<file path="src/rtl/vec_pkg.sv">
// Shared types and sizing for the vector ALU element sequencer.
package vec_pkg;

  localparam int unsigned VLMAX = 16;
  localparam int unsigned ELEN  = 32;
  localparam int unsigned IDX_W = $clog2(VLMAX);
  localparam int unsigned VL_W  = $clog2(VLMAX + 1);
  localparam int unsigned REG_W = 5;
  localparam int unsigned OP_W  = 4;

  typedef enum logic [OP_W-1:0] {
    VOP_ADD = 4'd0,
    VOP_SUB = 4'd1,
    VOP_AND = 4'd2,
    VOP_OR  = 4'd3,
    VOP_XOR = 4'd4,
    VOP_SLL = 4'd5,
    VOP_SRL = 4'd6,
    VOP_SRA = 4'd7
  } vop_e;

  typedef enum logic [1:0] {
    SEQ_IDLE  = 2'd0,
    SEQ_RUN   = 2'd1,
    SEQ_DRAIN = 2'd2
  } seq_state_t;

  // Latched instruction fields; vl is already clamped to VLMAX.
  typedef struct packed {
    logic [OP_W-1:0]  op;
    logic [REG_W-1:0] vd;
    logic [REG_W-1:0] vs1;
    logic [REG_W-1:0] vs2;
    logic [VL_W-1:0]  vl;
    logic             vm;
  } seq_instr_t;

endpackage

</file>
<file path="src/rtl/vec_seq_pipe.sv">
// Element pipeline: stage 1 presents VRF data to the ALU, stage 2 holds the writeback.
module vec_seq_pipe
  import vec_pkg::*;
(
  input  logic             clk,
  input  logic             rst_n,
  input  logic             rd_en_i,
  input  logic [IDX_W-1:0] rd_idx_i,
  input  logic             rd_last_i,
  input  logic             vm_i,
  input  logic             rd_mask_i,
  input  logic [ELEN-1:0]  rd_data1_i,
  input  logic [ELEN-1:0]  rd_data2_i,
  input  logic [ELEN-1:0]  alu_result_i,
  output logic [ELEN-1:0]  alu_op1_c,
  output logic [ELEN-1:0]  alu_op2_c,
  output logic             alu_mask_c,
  output logic             s1_last_c,
  output logic             wb_en_o,
  output logic [IDX_W-1:0] wb_idx_o,
  output logic [ELEN-1:0]  wb_data_o
);

  logic             s1_valid_q;
  logic             s1_last_q;
  logic [IDX_W-1:0] s1_idx_q;
  logic             s2_wen_q;
  logic [IDX_W-1:0] s2_idx_q;
  logic [ELEN-1:0]  s2_data_q;

  // Read data arrives the cycle after rd_en; operands are zeroed when idle.
  assign alu_op1_c  = s1_valid_q ? rd_data2_i : '0;
  assign alu_op2_c  = s1_valid_q ? rd_data1_i : '0;
  assign alu_mask_c = s1_valid_q & (vm_i | rd_mask_i);
  assign s1_last_c  = s1_valid_q & s1_last_q;

  always_ff @(posedge clk or negedge rst_n) begin
    if (!rst_n) begin
      s1_valid_q <= 1'b0;
      s1_last_q  <= 1'b0;
      s1_idx_q   <= '0;
    end else begin
      s1_valid_q <= rd_en_i;
      s1_last_q  <= rd_en_i & rd_last_i;
      if (rd_en_i) begin
        s1_idx_q <= rd_idx_i;
      end
    end
  end

  always_ff @(posedge clk or negedge rst_n) begin
    if (!rst_n) begin
      s2_wen_q  <= 1'b0;
      s2_idx_q  <= '0;
      s2_data_q <= '0;
    end else begin
      s2_wen_q <= alu_mask_c;
      if (s1_valid_q) begin
        s2_idx_q  <= s1_idx_q;
        s2_data_q <= alu_result_i;
      end
    end
  end

  assign wb_en_o   = s2_wen_q;
  assign wb_idx_o  = s2_idx_q;
  assign wb_data_o = s2_data_q;

endmodule

</file>
<file path="src/rtl/vec_alu_sequencer.sv">
// Walks element indices of one vector ALU instruction: VRF read, ALU, writeback to vd.
module vec_alu_sequencer
  import vec_pkg::*;
(
  input  logic             clk,
  input  logic             rst_n,
  input  logic             instr_valid,
  output logic             instr_ready,
  input  logic [OP_W-1:0]  instr_op,
  input  logic [REG_W-1:0] instr_vd,
  input  logic [REG_W-1:0] instr_vs1,
  input  logic [REG_W-1:0] instr_vs2,
  input  logic [VL_W-1:0]  instr_vl,
  input  logic             instr_vm,
  output logic             rd_en,
  output logic [REG_W-1:0] rd_addr1,
  output logic [REG_W-1:0] rd_addr2,
  output logic [IDX_W-1:0] rd_idx,
  input  logic [ELEN-1:0]  rd_data1,
  input  logic [ELEN-1:0]  rd_data2,
  input  logic             rd_mask,
  output logic [ELEN-1:0]  alu_op1,
  output logic [ELEN-1:0]  alu_op2,
  output logic [OP_W-1:0]  alu_operation,
  output logic             alu_mask,
  input  logic [ELEN-1:0]  alu_result,
  output logic             wb_en,
  output logic [REG_W-1:0] wb_addr,
  output logic [IDX_W-1:0] wb_idx,
  output logic [ELEN-1:0]  wb_data,
  output logic             done
);

  seq_state_t       state_q, state_d;
  seq_instr_t       instr_q, instr_d;
  logic             rd_en_q, rd_en_d;
  logic [IDX_W-1:0] rd_idx_q, rd_idx_d;
  logic             done_q, done_d;
  logic             ready_q, ready_d;
  logic [VL_W-1:0]  vl_clamp_c;
  logic             issue_last_c;
  logic             s1_last_c;

  assign vl_clamp_c   = (instr_vl > VL_W'(VLMAX)) ? VL_W'(VLMAX) : instr_vl;
  assign issue_last_c = (VL_W'(rd_idx_q) == (instr_q.vl - VL_W'(1)));

  // Next-state: the read index doubles as the element counter.
  always_comb begin
    state_d  = state_q;
    instr_d  = instr_q;
    rd_en_d  = 1'b0;
    rd_idx_d = rd_idx_q;
    done_d   = s1_last_c;
    unique case (state_q)
      SEQ_IDLE: begin
        if (instr_valid && ready_q) begin
          instr_d.op  = instr_op;
          instr_d.vd  = instr_vd;
          instr_d.vs1 = instr_vs1;
          instr_d.vs2 = instr_vs2;
          instr_d.vl  = vl_clamp_c;
          instr_d.vm  = instr_vm;
          rd_idx_d    = '0;
          if (vl_clamp_c == '0) begin
            done_d = 1'b1;
          end else begin
            state_d = SEQ_RUN;
            rd_en_d = 1'b1;
          end
        end
      end
      SEQ_RUN: begin
        if (issue_last_c) begin
          state_d = SEQ_DRAIN;
        end else begin
          rd_en_d  = 1'b1;
          rd_idx_d = rd_idx_q + IDX_W'(1);
        end
      end
      SEQ_DRAIN: begin
        if (done_q) begin
          state_d = SEQ_IDLE;
        end
      end
      default: state_d = SEQ_IDLE;
    endcase
    ready_d = (state_d == SEQ_IDLE);
  end

  always_ff @(posedge clk or negedge rst_n) begin
    if (!rst_n) begin
      state_q  <= SEQ_IDLE;
      instr_q  <= '0;
      rd_en_q  <= 1'b0;
      rd_idx_q <= '0;
      done_q   <= 1'b0;
      ready_q  <= 1'b1;
    end else begin
      state_q  <= state_d;
      instr_q  <= instr_d;
      rd_en_q  <= rd_en_d;
      rd_idx_q <= rd_idx_d;
      done_q   <= done_d;
      ready_q  <= ready_d;
    end
  end

  vec_seq_pipe u_pipe (
    .clk          (clk),
    .rst_n        (rst_n),
    .rd_en_i      (rd_en_q),
    .rd_idx_i     (rd_idx_q),
    .rd_last_i    (issue_last_c),
    .vm_i         (instr_q.vm),
    .rd_mask_i    (rd_mask),
    .rd_data1_i   (rd_data1),
    .rd_data2_i   (rd_data2),
    .alu_result_i (alu_result),
    .alu_op1_c    (alu_op1),
    .alu_op2_c    (alu_op2),
    .alu_mask_c   (alu_mask),
    .s1_last_c    (s1_last_c),
    .wb_en_o      (wb_en),
    .wb_idx_o     (wb_idx),
    .wb_data_o    (wb_data)
  );

  assign instr_ready   = ready_q;
  assign rd_en         = rd_en_q;
  assign rd_idx        = rd_idx_q;
  assign rd_addr1      = instr_q.vs1;
  assign rd_addr2      = instr_q.vs2;
  assign alu_operation = instr_q.op;
  assign wb_addr       = instr_q.vd;
  assign done          = done_q;

endmodule

</file>
<file path="config.mk">
export PLATFORM = sky130hd
export DESIGN_NAME = vec_alu_sequencer
export DESIGN_NICKNAME = d
export VERILOG_FILES = /design/src/rtl/vec_pkg.sv /design/src/rtl/vec_seq_pipe.sv /design/src/rtl/vec_alu_sequencer.sv
export SDC_FILE = /design/constraint.sdc
export NUM_CORES = 1
export LEC_CHECK = 0
export ABC_AREA = 1
export CAP_MARGIN = 20
export CORE_UTILIZATION = 39
export CTS_BUF_LIST = sky130_fd_sc_hd__clkbuf_16
export DETAILED_ROUTE_END_ITERATION = 10
export PLACE_DENSITY = 0.87
export SYNTH_ARGS = -nofsm -noshare
export SYNTH_HDL_FRONTEND = slang
export SYNTH_SLANG_ARGS = --single-unit
</file>
<file path="constraint.sdc">
create_clock -name clk -period 3.7 [get_ports clk]
set_input_delay 0.555 -clock clk [delete_from_list [all_inputs] [get_ports clk]]
set_output_delay 0.555 -clock clk [all_outputs]
set_load 0.02 [all_outputs]
</file>
==> metrics.md <==
| Metric | Value |
|---|---|
| Outcome | complete, no violations |
| Final period util | 0.736 |
| F_max | around 370 MHz |
| Drt first pass iters | 4 |
| Pins Over Slew Limit | 0 |
| Vias in the first global route | about 3500 |
| Post-synthesis sequential area ratio | 0.511 |
| DR vias/cell | 4.45 |
| Max_cap viols | 0 |
| Worst Path Required | between 3 and 4 ns |
| CTS tree | done |
| Row cnt | 35 |
| Net load switching power | between 0.4 and 0.5 mW |
| Port Buffer Count | approximately 250 |
| Final cell count without fillers | 808 |
| WS Path Type | reg2out |
| Syn Inst Count | 446 |
| Seq pwr share | 0.402 |
| Synth warn | 0 |
| Synth cell types | 24 |
| Die Y | approximately 100 um |
| HPWL after DPL | approximately 9 mm |
| Clock Tree Buf Depth | 2 |
| Share of cells above drive strength 1 | 0.0913 |
| Crit-path max FO | 81 |
| DR DRC count | 0 |
| Worst VDD drop | 0.256 mV |
| TNS Setup | 0 ns |
| Total track usage | 0.223 |
| P&R area growth vs syn | 74.0% |
| Clock transition at path regs | ~0.06 ns |
| Largest net degree at the start of global routing | just over 80 |
| Wire per inst | 14.0 um |
| Iter 0 DRT Violations | 132 |
| Hold Vio Cnt, Final | 0 |
| Syn nets | 573 |
| Core Region | 9280 um2 |
| Hold_buf cts | 0 |
| Die area | 10100 um2 |
| GP Congestion | 0.874 |
| Resized cells post-CTS | 0 |
| Final Critical Period | 2.72 ns |
| Worst-skew pair later-pin latency | 0.32 ns |
| Antenna Cells | 0 |
| H-tree levels | 3 |
| DIE WIDTH | 100 um |
| PD cells | 330 nW/um2 |
| Root Buffer | clkbuf_16 |
| Sw Ratio | 0.225 |
| CTS sink cnt | 77 |
| Unrepaired setup endpoints after global routing | no |
| Post-Syn Area | 3770 um2 |
| Initial Util | 0.406 |
| P_int | 1.68 mW |
| Post-CTS Setup Inserts | 0 |
| Max-slew headroom | 0.370 |
| Boundary pin count | 253 |
| Gr ovfl total | 0 |
| Setup crit start kind | flip-flop |
| CP endpoint kind | output pin |
| Syn_area_per_cell | about 8.5 um2 |
| CTS Buf Count | 9 |
| Initial antenna violation count | 0 |
| Pleak | 3.35 nW |
| Post-layout util | 0.707 |
| Critical path arrival | 2.17 ns |
| Synth Register Bits | 77 |
| Via count | between 3000 and 4000 |
| First-pass GRT wire length | 17.3 mm |
| Antenna Violating Nets Remaining | 0 |
| Nets | 801 |
| Hold Crit Class | in2async |
| Placed Cells | 792 |
| Clock power share | 0.421 |
| Final wirelength | 11.3 mm |
| Setup Skew | 0.00529 ns |
| Final setup fails | 0 |
| Tightest Pin Transition | 0.944 ns |
| Combinational cell fraction of total power | 0.176 |
==> power by group through the flow <==
stage          Sequential (mW)  Clock, mW  Combinational, mW
2_1_floorplan            0.908          0             0.0945
6_report                 0.870      0.912              0.382
3_5_place_dp             0.885          0              0.385
3_3_place_gp             0.884          0              0.380
4_1_cts                  0.870      0.933              0.387
5_1_grt                  0.872      0.969              0.406
==> worst max-delay path: stages, from the launching register on <==
cell	delay, ns
dfrtp_4	0.92
nand2_1	0.13
inv_1	0.08
clkdlybuf4s50_1	0.67
==> per-stage QoR <==
step	instance area [um2]	setup slack (ns)	total power, mW	hold WS, ns
floorplan	3770	2.05	1.00	0.259
global placement	6240	1.29	1.26	0.464
detailed placement	6240	1.30	1.27	0.470
CTS	6560	0.952	2.19	0.420
global route	6560	0.849	2.25	0.465
finish	6560	0.975	2.16	0.377
==> layout make-up <==
class                   instances  area [um2]
flip-flops and latches         77        1930
inverters                      86         323
repair buffers                254        2530
well taps                     129         161
multi-input cells             246        1290
clock inverters                 7        91.3
clock buffers                   9         225
fillers                       712        2720
==> synth_stat cells, drive strengths merged <==
cell / number / area, um2
a21oi: 6 / 30.0
buf: 32 / 208
clkbuf: 5 / 18.8
dfrtp: 76 / 1900
dfstp: 1 / 26.3
ha: 2 / 25.0
inv: 86 / 323
mux2: 32 / 360
nand2: 161 / 636
nand3: 12 / 60.1
nand4: 3 / 18.8
nor2: 16 / 75.1
nor3: 1 / 5.00
o21a: 1 / 7.51
o21ai: 7 / 35.0
o21bai: 1 / 11.3
o22ai: 2 / 12.5
xor2: 2 / 17.5
==> registers in the layout, summed over array words and instances (netlist names) <==
register and flops:
instr_q 6, rd_idx 4, done 1, instr_ready 1
u_pipe.s1_last_q 1, u_pipe.wb_idx_o 4, wb_addr 5, rd_addr1 5
u_pipe.wb_en_o 1, alu_operation 4, rd_en 1, rd_addr2 5
u_pipe.wb_data_o 32, state_q 2, u_pipe.s1_valid_q 1, u_pipe.s1_idx_q 4
==> metal layers <==
layer	track usage	up-vias	part of all wire
li1	-	1765	-
met1	0.224	1701	0.34
met3	0.0585	10	0.068
met4	0.0713	0	0.015
met2	0.443	123	0.57
met5	0	-	0
==> worst paths after layout <==
kind,from,to,slack [ns],cells after the start
setup / recovery,u_pipe.s1_valid_q$_DFF_PN0_,alu_op1[9],0.98,3
hold / removal,rst_n,alu_operation[0]$_DFFE_PN0P_,0.38,1
setup reg to reg,u_pipe.s1_valid_q$_DFF_PN0_,u_pipe.wb_data_o[11]$_DFFE_PN0P_,1.81,2
hold reg to reg,rd_addr1[4]$_DFFE_PN0P_,rd_addr1[4]$_DFFE_PN0P_,0.48,2
max in group asynchronous,rst_n,u_pipe.s1_valid_q$_DFF_PN0_,2.61,1
min in group clk,rd_addr1[4]$_DFFE_PN0P_,rd_addr1[4]$_DFFE_PN0P_,0.48,2
==> kinds of logic after synthesis <==
kind of cell | after synthesis | synth area share
AOI/OAI and AO/OA | 17 | 0.0255
xor gates and xnor gates | 2 | 0.00465
adders and majority gates | 2 | 0.00663
buffers and inverters | 123 | 0.146
DFF | 77 | 0.511
muxes | 32 | 0.0956
and+or+nand+nor | 193 | 0.211
==> cells in the final DEF (no fill, tap or decap), types with 3 or more instances in the layout <==
cell               n
dfrtp_1           75
mux2_2            32
clkbuf_16          9
nand2_1          158
nor2_2             3
nand4_1            3
a21oi_1            6
buf_4              3
inv_1             85
o21ai_0            7
nor2_1            12
clkdlybuf4s50_1  251
nand3_1           12
(Power assumes the default switching activity.)
